`src/rtl/req_arbiter.sv`:
```
// Round-robin request arbiter: one-hot registered grant with a rotating
// search pointer, a mandatory dead cycle between grants and an optional hold limit.
module req_arbiter #(
    parameter int N        = 8,
    parameter int ID_W     = 3,
    parameter int MAX_HOLD = 15
) (
    input  logic            clock,
    input  logic            reset_n,
    input  logic [N-1:0]    req,
    input  logic            release_grant,
    output logic [N-1:0]    grant,
    output logic [ID_W-1:0] grant_id,
    output logic            busy,
    output logic            timeout
);

    // A zero-width counter is illegal, so keep one bit when the limit is disabled.
    localparam int HOLD_W = (MAX_HOLD > 0) ? $clog2(MAX_HOLD + 1) : 1;

    typedef enum logic {
        IDLE  = 1'b0,
        GRANT = 1'b1
    } state_t;

    state_t            state_reg;
    logic [ID_W-1:0]   ptr_reg;
    logic [HOLD_W-1:0] hold_reg;

    logic [ID_W-1:0]   pick_id;
    logic              pick_valid;
    logic [N-1:0]      pick_onehot;
    logic [ID_W-1:0]   next_ptr;
    logic              hold_expire;
    logic              owner_req;
    logic              grant_exit;

    // Scan upward from ptr_reg (inclusive), wrapping N-1 -> 0.
    always_comb begin
        int idx;
        idx        = 0;
        pick_id    = '0;
        pick_valid = 1'b0;
        for (int i = 0; i < N; i++) begin
            idx = int'(ptr_reg) + i;
            if (idx >= N) begin
                idx = idx - N;
            end
            if (!pick_valid && req[idx]) begin
                pick_valid = 1'b1;
                pick_id    = ID_W'(idx);
            end
        end
    end

    generate
        for (genvar gi = 0; gi < N; gi++) begin : g_onehot
            assign pick_onehot[gi] = pick_valid && (pick_id == ID_W'(gi));
        end
    endgenerate

    assign next_ptr    = (grant_id == ID_W'(N - 1)) ? '0 : grant_id + 1'b1;
    assign hold_expire = (MAX_HOLD != 0) && (hold_reg == HOLD_W'(MAX_HOLD - 1));
    assign owner_req   = req[grant_id];
    assign grant_exit  = release_grant || !owner_req || hold_expire;

    always_ff @(posedge clock or negedge reset_n) begin
        if (!reset_n) begin
            state_reg <= IDLE;
            grant     <= '0;
            grant_id  <= '0;
            busy      <= 1'b0;
            timeout   <= 1'b0;
            ptr_reg   <= '0;
            hold_reg  <= '0;
        end else begin
            case (state_reg)
                IDLE: begin
                    timeout <= 1'b0;
                    if (pick_valid) begin
                        state_reg <= GRANT;
                        grant     <= pick_onehot;
                        grant_id  <= pick_id;
                        busy      <= 1'b1;
                        hold_reg  <= '0;
                    end
                end
                GRANT: begin
                    if (grant_exit) begin
                        state_reg <= IDLE;
                        grant     <= '0;
                        busy      <= 1'b0;
                        hold_reg  <= '0;
                        ptr_reg   <= next_ptr;
                        // A voluntary exit on the same cycle wins over the hold limit.
                        timeout   <= hold_expire && !release_grant && owner_req;
                    end else if (hold_reg != '1) begin
                        hold_reg <= hold_reg + 1'b1;
                    end
                end
                default: begin
                    state_reg <= IDLE;
                end
            endcase
        end
    end

endmodule

```
`config.mk`:
```
export PLATFORM = sky130hd
export DESIGN_NAME = req_arbiter
export DESIGN_NICKNAME = d
export VERILOG_FILES = /design/src/rtl/req_arbiter.sv
export SDC_FILE = /design/constraint.sdc
export NUM_CORES = 1
export LEC_CHECK = 0
export BUFFER_PORTS_ARGS = -buffer_cell sky130_fd_sc_hd__clkbuf_2
export CAP_MARGIN = 5
export CORE_MARGIN = 1
export CORE_UTILIZATION = 54
export DETAILED_ROUTE_END_ITERATION = 16
export HOLD_SLACK_MARGIN = 0.02
export PLACE_DENSITY = 0.86
export SYNTH_ARGS = -nofsm -noshare
export SYNTH_HDL_FRONTEND = slang
export SYNTH_SLANG_ARGS = --single-unit
export TNS_END_PERCENT = 10
```
`constraint.sdc`:
```
create_clock -name clock -period 3.55 [get_ports clock]
set_clock_uncertainty 0.15 [all_clocks]
set_input_delay 0.71 -clock clock [delete_from_list [all_inputs] [get_ports clock]]
set_output_delay 0.71 -clock clock [all_outputs]
set_load 0.01 [all_outputs]
```
### After elaboration in Yosys (flattened, before gate mapping)

Index checks and enable logic that the tools add are counted.

| word-level totals | value |
|---|---|
| bits of input ports | 11 |
| flip-flop bits (word level) | 21 |
| output and inout port bits | 13 |

| cells by class | value |
|---|---|
| $add $sub $neg | 17 |
| eq/ne operators | 13 |
| mux-type cells | 66 |
| reductions and logical operators | 33 |
| magnitude comparators | 17 |
| bitwise logic cells | 1 |

Operator list:

| operator | number |
|---|---|
| $lt A32 B5 Y1 const B | 8 |
| $mux W32 | 8 |
| $sub A4 B4 Y5 const B | 7 |
| $mux W1 | 30 |
| $ge A4 B4 Y1 const B | 7 |
| $bmux W1 S3 | 9 |
| $mux W3 | 9 |
| $logic_and A1 B1 Y1 | 17 |
| $add A3 B3 Y4 const B | 4 |
| $mux W8 | 2 |
| $pmux W8 S2 | 1 |
| $eq A3 B3 Y1 const B | 5 |
| $mux W4 | 3 |
| $logic_not A1 Y1 | 9 |
| $add A3 B2 Y4 const B | 2 |
| $pmux W4 S2 | 1 |
| $reduce_and A2 Y1 | 4 |
| $eq A3 B2 Y1 const B | 2 |
| $pmux W1 S2 | 3 |
| $sub A3 B4 Y5 const B | 1 |
| $add A3 B1 Y4 const B | 1 |
| $add A4 B1 Y4 const B | 1 |
| $eq A4 B4 Y1 const B | 1 |
| $ge A3 B4 Y1 const B | 1 |
| 10 further kinds | 11 |

### Longest topological paths before layout

Gate-level depths: netlist of run 1.

| logic depth | value |
|---|---|
| depth in word-level cells | 31 |
| gate-level depth with buffers | 13 |

### Worst setup path after synthesis of run 1

OpenSTA, ideal clock, no wires.

| timing | value |
|---|---|
| path kind | reg2reg |
| from | register ptr_reg[1] |
| to | register grant[2] |
| slack | 0.338 ns |
| data required time | 3.278 ns |
| period minus slack after synthesis | 3.212 ns |
| cell stages (with the launch flop) | 14 |
| arrival time | 2.940 ns |
| setup time | 0.122 ns |
| buffers on the path | 3 |
| cell sequence | dfrtp_1 buf_6 buf_4 inv_1 ha_1 buf_6 mux2i_1 mux4_2 a32o_2 and2_1 o211ai_1 a22oi_1 or2_4 a32o_1 |

| between the ends | value |
|---|---|
| longest elaborated chain between the ends | 31 |
| elaborated cells between the ends (all ways) | 91 |

RTL lines:

| element | line | source |
|---|---|---|
| start, declared | 27 | `logic [ID_W-1:0] ptr_reg;` |
| start signal, assigned | 94 | `ptr_reg <= next_ptr;` |
| branches (longest 31 deep; another with $sub A4 B4 Y5) | -- |  |
| end signal, assigned | 82 | `grant <= pick_onehot;` |
| end, declared | 12 | `output logic [N-1:0] grant,` |

Parallel ways; which one is timed is not known. The select of a mux whose other input is x is not followed.
A chain may end at the register's enable or synchronous reset.

### Worst setup path after layout of run 1

| timing | value |
|---|---|
| from | register ptr_reg[0] |
| to | register grant[1] |

| between the ends | value |
|---|---|
| longest elaborated chain between the ends | 31 |
| elaborated cells between the ends (all ways) | 91 |

RTL lines:

| element |
|---|
| branches (longest 31 deep; another with $sub A4 B4 Y5) |

Parallel ways; which one is timed is not known. The select of a mux whose other input is x is not followed.

==> run_summary.xml, run 1 <==
<?xml version="1.0" encoding="UTF-8"?>
<metrics>
  <group name="sta">
    <metric name="grt_setup_unrepaired" unit="">no</metric>
    <metric name="final_hold_viol_count" unit="">0</metric>
    <metric name="fin_max_slew_vios" unit="">0</metric>
    <metric name="min_period_over_period" unit="%">93.55</metric>
    <metric name="finalSetupViolations" unit="">0</metric>
    <metric name="final_period_minus_worst_setup_slack" unit="ns">3.321</metric>
    <metric name="achievable-frequency" unit="GHz">0.3011</metric>
    <metric name="timing.max_slew.rel_slack" unit="%">59.32</metric>
    <metric name="tightest_slew" unit="ns">0.6102</metric>
    <metric name="fin_tns_setup" unit="ns">0</metric>
  </group>
  <group name="cts">
    <metric name="cts.clk_slew.worst_paths" unit="ns">0.08</metric>
    <metric name="cts_tree" unit="">done</metric>
    <metric name="clk_path_buf_depth" unit="">2</metric>
    <metric name="cts_resized" unit="">0</metric>
    <metric name="cts_root_buf" unit="">clkbuf_8</metric>
    <metric name="post-cts-setup-buffers" unit="">0</metric>
    <metric name="cts_num_sinks" unit="">21</metric>
    <metric name="h-tree-depth" unit="">1</metric>
    <metric name="tritoncts.num_buffers" unit="">3</metric>
    <metric name="cts_hold_buffers" unit="">0</metric>
    <metric name="clkLatencyLatePin" unit="ns">0.26</metric>
  </group>
  <group name="critical_path">
    <metric name="crit_type" unit="">flip-flop to flip-flop</metric>
    <metric name="timing.critical_path.from_type" unit="">flip-flop</metric>
    <metric name="critPathTopFamily" unit="">compound AO/OA/AOI/OAI gates</metric>
    <metric name="worstPathCellList" unit="">inv_2, ha_1, mux2i_1, mux4_2, a32o_2, o2111ai_1, o21ai_0, nor3_1, nor2_1, a32o_1</metric>
    <metric name="crit_path_max_fanout" unit="">12</metric>
    <metric name="cp_num_cells" unit="">10</metric>
    <metric name="cpPeakStageDelay" unit="ns">0.58</metric>
    <metric name="timing.critical_path.required" unit="ns">3.56</metric>
    <metric name="worst-r2r-cell-count" unit="">10</metric>
    <metric name="arrival" unit="ns">3.33</metric>
    <metric name="cp.buffers_inverters" unit="">1</metric>
    <metric name="critical_path.endpoint_type" unit="">flip-flop</metric>
    <metric name="critical_path_s_slowest_cell" unit="">ha_1</metric>
  </group>
  <group name="logic_synthesis">
    <metric name="yosysTopAreaCell" unit="">dfrtp_1</metric>
    <metric name="synthArstFlopShare" unit="%">100.0</metric>
    <metric name="sequential_cell_area_fraction_in_the_yosys_report" unit="%">25.86</metric>
    <metric name="yosys_reg_bits" unit="">21</metric>
    <metric name="net_count_of_the_mapped_netlist" unit="">209</metric>
    <metric name="synthMostInstantiatedCell" unit="">dfrtp_1</metric>
    <metric name="netlist_top_cells_count" unit="">21 x dfrtp_1, 14 x nand2_1, 11 x mux4_2</metric>
    <metric name="synth_top_cell_area_share" unit="%">25.86</metric>
    <metric name="synth_edf_count" unit="">0</metric>
    <metric name="synthTopCellsByArea" unit="">dfrtp_1 26%, mux4_2 12%, mux2_2 5.5%</metric>
    <metric name="synth.distinct_cells" unit="">58</metric>
    <metric name="syn_inst" unit="">192</metric>
    <metric name="postSynth.topFlopCell" unit="">dfrtp_1</metric>
    <metric name="syn_area_per_cell" unit="um2">10.58</metric>
    <metric name="synth_area" unit="um2">2032</metric>
    <metric name="synth_warnings" unit="">0</metric>
  </group>
  <group name="grt">
    <metric name="number_of_global_route_vias_before_repair" unit="">1704</metric>
    <metric name="number_of_antenna_violations_at_the_first_check_in_global_routing" unit="">0</metric>
    <metric name="groute.usage.overall" unit="%">25.75</metric>
    <metric name="grt_overflow_total" unit="">0</metric>
    <metric name="grt_pass1_wl" unit="um">8142</metric>
    <metric name="pin_count_of_the_biggest_net_entering_global_routing" unit="">22</metric>
  </group>
  <group name="routing">
    <metric name="detail_route.first_pass.iterations" unit="">5</metric>
    <metric name="postRouteAntennaNets" unit="">0</metric>
    <metric name="detail_route.wl_per_cell" unit="um">17.90</metric>
    <metric name="drc" unit="">0</metric>
    <metric name="route.detailed.vias_per_inst" unit="">6.745</metric>
    <metric name="num_vias" unit="">1774</metric>
    <metric name="drt-total-wl" unit="um">4709</metric>
    <metric name="dr.first_iter.drc_count" unit="">95</metric>
  </group>
  <group name="hold_path">
    <metric name="hp_class" unit="">input pin to asynchronous set/reset pin</metric>
  </group>
  <group name="floorplan">
    <metric name="floorplan.die.height" unit="um">63.34</metric>
    <metric name="floorplan.rows" unit="">21</metric>
    <metric name="initial_utilization" unit="%">58.59</metric>
    <metric name="io_pins" unit="">24</metric>
    <metric name="core-area" unit="um2">3468</metric>
    <metric name="die-width" unit="um">63.34</metric>
    <metric name="die-area" unit="um2">4012</metric>
  </group>
  <group name="placement">
    <metric name="detailed_place_hpwl" unit="um">3550</metric>
    <metric name="gp_routability_congestion" unit="">0.9291</metric>
    <metric name="numPortBuffers" unit="">23</metric>
  </group>
  <group name="finish">
    <metric name="area_delta_synth_final" unit="%">9.975</metric>
    <metric name="antenna_diode_count" unit="">0</metric>
    <metric name="flip_flop_count_of_the_largest_register_after_layout" unit="">8</metric>
    <metric name="filler_cell_count" unit="">288</metric>
    <metric name="design.final.nets" unit="">235</metric>
    <metric name="post_route_cells_drive_above_1_share" unit="%">32.26</metric>
  </group>
  <group name="run_status">
    <metric name="status" unit="">finished clean</metric>
  </group>
  <group name="job">
    <metric name="maxCapViolCount" unit="">0</metric>
  </group>
</metrics>
[worst register-to-register path: cells and delay by family (launching register included)]
| kind | cells | cell delay [ns] |
|---|---|---|
| buffers and inverters | 1 | 0.05 |
| adder cells (fa/ha/maj) | 1 | 0.58 |
| AO/OA/AOI/OAI | 4 | 0.91 |
| AND/OR/NAND/NOR | 2 | 0.41 |
| flip-flops | 1 | 0.38 |
| multiplexers | 2 | 0.74 |
[metal layers]
layer	vias to the layer above	GRT usage, %	share of wire (%)
met1	872	36.13	43
met3	16	5.254	6.8
met4	0	7.955	2.1
li1	817	-	-
met2	69	39.76	48
met5	-	0	0
[metrics by stage]
step	util (%)	area (um2)	hold WS [ns]	cells	setup WS, ns
global placement	63.10	2188	0.3289	259	0.3545
floorplan	-	2032	0.2644	192	0.3384
global route	64.43	2235	0.2840	263	0.03166
CTS	64.43	2235	0.2651	263	0.2659
finish	64.43	2235	0.2468	263	0.2291
detailed placement	63.10	2188	0.3322	259	0.2673
[cells in the final DEF (no fill, tap or decap), types with 3 or more instances in the layout]
cell type and instances:
clkbuf_2 23, o21ai_0 8, nor2_1 8, o31ai_1 6, dfrtp_1 21, a32o_1 8, nand3_1 6, buf_4 7
a21oi_1 3, and2_1 5, nor3_1 6, nand2_1 14, inv_1 5, mux2_2 10, nor2b_1 3, ha_1 6
a211oi_1 5, clkbuf_8 3, mux4_2 11, mux2i_1 10
[area by class of cell]
class | count | area [um2] | share of cell area [%]
multi-input cells | 155 | 1411 | 63.16
flip-flops and latches | 21 | 525.5 | 23.52
repair buffers | 30 | 167.7 | 7.503
well taps | 46 | 57.56 | 2.576
clock buffers | 3 | 41.29 | 1.848
inverters | 7 | 26.28 | 1.176
clock inverters | 1 | 5.005 | 0.2240
[kinds of logic after synthesis]
| logic type | Yosys count | share of synthesized area, % |
|---|---|---|
| and+or+nand+nor | 54 | 14.84 |
| buffers and inverters | 16 | 4.679 |
| muxes | 34 | 25.80 |
| AOI/OAI and AO/OA | 57 | 22.48 |
| DFF | 21 | 25.86 |
| adders and majority gates | 6 | 3.694 |
| xor gates and xnor gates | 4 | 2.648 |
[worst paths after layout]
path                       slack (ns)     endpoint       start
max                              0.23     grant[1]  ptr_reg[0]
min                              0.25     grant[7]     reset_n
max reg2reg                      0.23     grant[1]  ptr_reg[0]
min reg2reg                      0.34     grant[2]    grant[2]
max in group asynchronous        2.66  hold_reg[0]     reset_n
min in group clock               0.34     grant[2]    grant[2]
Power of run 1 is left out: the tool's default activity adds up to more than one toggle a clock period on the data nets, which glitch-free logic cannot reach.
==> run 2, diff against run 1 <==
--- a/config.mk
+++ b/config.mk
@@ -7,12 +7,13 @@
 export LEC_CHECK = 0
 export BUFFER_PORTS_ARGS = -buffer_cell sky130_fd_sc_hd__clkbuf_2
 export CAP_MARGIN = 5
+export CELL_PAD_IN_SITES_DETAIL_PLACEMENT = 0
+export CELL_PAD_IN_SITES_GLOBAL_PLACEMENT = 1
 export CORE_MARGIN = 1
-export CORE_UTILIZATION = 54
+export CORE_UTILIZATION = 46
 export DETAILED_ROUTE_END_ITERATION = 16
 export HOLD_SLACK_MARGIN = 0.02
-export PLACE_DENSITY = 0.86
+export PLACE_DENSITY = 0.91
 export SYNTH_ARGS = -nofsm -noshare
 export SYNTH_HDL_FRONTEND = slang
 export SYNTH_SLANG_ARGS = --single-unit
-export TNS_END_PERCENT = 10
==> constraint.sdc (replaced) <==
create_clock -name clock -period 3.6 [get_ports clock]
set_clock_uncertainty 0.15 [all_clocks]
set_input_delay 0.72 -clock clock [delete_from_list [all_inputs] [get_ports clock]]
set_output_delay 0.72 -clock clock [all_outputs]
set_load 0.01 [all_outputs]
==> run 2 against run 1 <==
- non-clock buffer count did not move
- highest routed layer unchanged
- first-iteration DRC count decreased by 5.3%
- final cell count increased by 1.5%
- largest cell class unchanged
==> run_summary.xml, run 2 (synthesis gave the netlist of run 1 again) <==
<?xml version="1.0" encoding="UTF-8"?>
<metrics>
  <group name="run_status">
    <metric name="status" unit="">finished clean</metric>
  </group>
  <group name="critical_path">
    <metric name="arrival" unit="ns">3.39</metric>
    <metric name="crit-reg2reg-launch" unit="">ptr_reg[1]</metric>
    <metric name="worst-r2r-cell-count" unit="">10</metric>
    <metric name="timing.critical_path.from_type" unit="">flip-flop</metric>
    <metric name="critical_path.endpoint_type" unit="">flip-flop</metric>
    <metric name="crit_path_max_fanout" unit="">12</metric>
    <metric name="rrSetupSlack" unit="ns">0.21</metric>
    <metric name="crit_type" unit="">flip-flop to flip-flop</metric>
    <metric name="critical_path.reg2reg.endpoint" unit="">grant[3]</metric>
    <metric name="timing.critical_path.required" unit="ns">3.60</metric>
  </group>
  <group name="cts">
    <metric name="clk_path_buf_depth" unit="">2</metric>
    <metric name="clkLatencyLatePin" unit="ns">0.26</metric>
    <metric name="h-tree-depth" unit="">1</metric>
    <metric name="cts_num_sinks" unit="">21</metric>
    <metric name="cts_root_buf" unit="">clkbuf_8</metric>
    <metric name="cts.clk_slew.worst_paths" unit="ns">0.08</metric>
    <metric name="cts_tree" unit="">done</metric>
    <metric name="tritoncts.num_buffers" unit="">3</metric>
  </group>
  <group name="routing">
    <metric name="detail_route.wl_per_cell" unit="um">18.38</metric>
    <metric name="route.detailed.vias_per_inst" unit="">6.566</metric>
    <metric name="num_vias" unit="">1753</metric>
    <metric name="detail_route.first_pass.iterations" unit="">4</metric>
    <metric name="postRouteAntennaNets" unit="">0</metric>
    <metric name="drc" unit="">0</metric>
    <metric name="drt-total-wl" unit="um">4908</metric>
    <metric name="dr.first_iter.drc_count" unit="">90</metric>
  </group>
  <group name="grt">
    <metric name="grt_pass1_wl" unit="um">8245</metric>
    <metric name="grt_overflow_total" unit="">0</metric>
    <metric name="number_of_global_route_vias_before_repair" unit="">1648</metric>
    <metric name="groute.usage.overall" unit="%">23.50</metric>
    <metric name="number_of_antenna_violations_at_the_first_check_in_global_routing" unit="">0</metric>
    <metric name="pin_count_of_the_biggest_net_entering_global_routing" unit="">22</metric>
  </group>
  <group name="floorplan">
    <metric name="core-area" unit="um2">4115</metric>
    <metric name="floorplan.rows" unit="">23</metric>
    <metric name="floorplan.die.height" unit="um">68.46</metric>
    <metric name="die-width" unit="um">68.46</metric>
    <metric name="initial_utilization" unit="%">49.38</metric>
    <metric name="io_pins" unit="">24</metric>
    <metric name="die-area" unit="um2">4687</metric>
  </group>
  <group name="finish">
    <metric name="filler_cell_count" unit="">357</metric>
    <metric name="most-common-layout-cells" unit="">23 x clkbuf_2, 21 x dfrtp_1, 14 x nand2_1, 11 x mux4_2</metric>
    <metric name="area_delta_synth_final" unit="%">10.65</metric>
    <metric name="flip_flop_count_of_the_largest_register_after_layout" unit="">8</metric>
    <metric name="final_common_cell" unit="">clkbuf_2</metric>
    <metric name="post_route_cells_drive_above_1_share" unit="%">33.18</metric>
    <metric name="design.final.nets" unit="">235</metric>
    <metric name="antenna_diode_count" unit="">0</metric>
  </group>
  <group name="sta">
    <metric name="final_period_minus_worst_setup_slack" unit="ns">3.392</metric>
    <metric name="tightest_slew" unit="ns">0.5799</metric>
    <metric name="timing.max_slew.rel_slack" unit="%">60.34</metric>
    <metric name="min_period_over_period" unit="%">94.23</metric>
    <metric name="final_hold_viol_count" unit="">0</metric>
    <metric name="finalSetupViolations" unit="">0</metric>
    <metric name="grt_setup_unrepaired" unit="">no</metric>
    <metric name="achievable-frequency" unit="GHz">0.2948</metric>
    <metric name="fin_tns_setup" unit="ns">0</metric>
    <metric name="fin_max_slew_vios" unit="">0</metric>
  </group>
  <group name="placement">
    <metric name="detailed_place_hpwl" unit="um">3790</metric>
    <metric name="gp_routability_congestion" unit="">0.9761</metric>
    <metric name="numPortBuffers" unit="">23</metric>
  </group>
  <group name="hold_path">
    <metric name="hp_class" unit="">input pin to asynchronous set/reset pin</metric>
  </group>
  <group name="job">
    <metric name="maxCapViolCount" unit="">0</metric>
  </group>
</metrics>
-- run 2: cell types whose count changed in the layout (fill, tap and decap cells not counted) --
cell       change
nor2_1         -1
a2111oi_2      +1
a2111oi_0      -1
nor2_2         +1
-- run 2: worst max path at each step --
| stage | start | endpoint | slack, ns | cells past startpoint |
|---|---|---|---|---|
| final | ptr_reg[1] | grant[3] | 0.21 | 10 |
| after global routing | ptr_reg[1] | grant[6] | 0.002 | 10 |
| after CTS | ptr_reg[0] | grant[4] | 0.21 | 10 |
| after detailed placement | ptr_reg[0] | grant[6] | 0.23 | 10 |
| after global placement | ptr_reg[0] | grant[4] | 0.24 | 10 |
| after floorplan | ptr_reg[1] | grant[2] | 0.39 | 13 |
-- run 2: critical path, cell delays in order (launching register included) --
cell,delay [ns]
dfrtp_1,0.38
inv_1,0.08
ha_1,0.62
mux2i_1,0.27
mux4_2,0.50
a32o_2,0.36
nand4_4,0.12
o21ai_0,0.11
nor3_1,0.29
nor2_1,0.15
a32o_1,0.28
-- run 2: area by class of cell --
cell class	instances	area (um2)	share of cell area (%)
tap	50	62.56	2.782
clock buffer	3	41.29	1.836
inverter	7	26.28	1.169
timing repair buffer	30	167.7	7.457
clock inverter	1	5.005	0.2226
sequential	21	525.5	23.37
multi-input combinational	155	1420	63.16
-- run 2: what timing repair did --
item	CTS	global route
buffers inserted	0	0
gates resized for setup	0	3
hold buffers	0	0
endpoints found under the setup margin	0	9
-- run 2: stage by stage --
stage / area (um2) / hold WS [ns] / worst slack (ns) / util (%) / cells
after floorplan: 2032 / 0.2744 / 0.3884 / - / 192
after global placement: 2193 / 0.3310 / 0.2416 / 53.30 / 263
after detailed placement: 2193 / 0.3305 / 0.2305 / 53.30 / 263
after CTS: 2240 / 0.2881 / 0.2058 / 54.42 / 267
after global routing: 2248 / 0.3119 / 0.002245 / 54.64 / 267
final: 2248 / 0.2705 / 0.2077 / 54.64 / 267
-- run 2: layer usage --
metal | vias up | wire, um | track usage, %
li1 | 821 | - | -
met1 | 873 | 2233 | 34.82
met2 | 53 | 2389 | 36.52
met3 | 6 | 234 | 3.000
met4 | 0 | 52 | 4.427
met5 | - | 0 | 0
Power of run 2 is left out for the same reason.
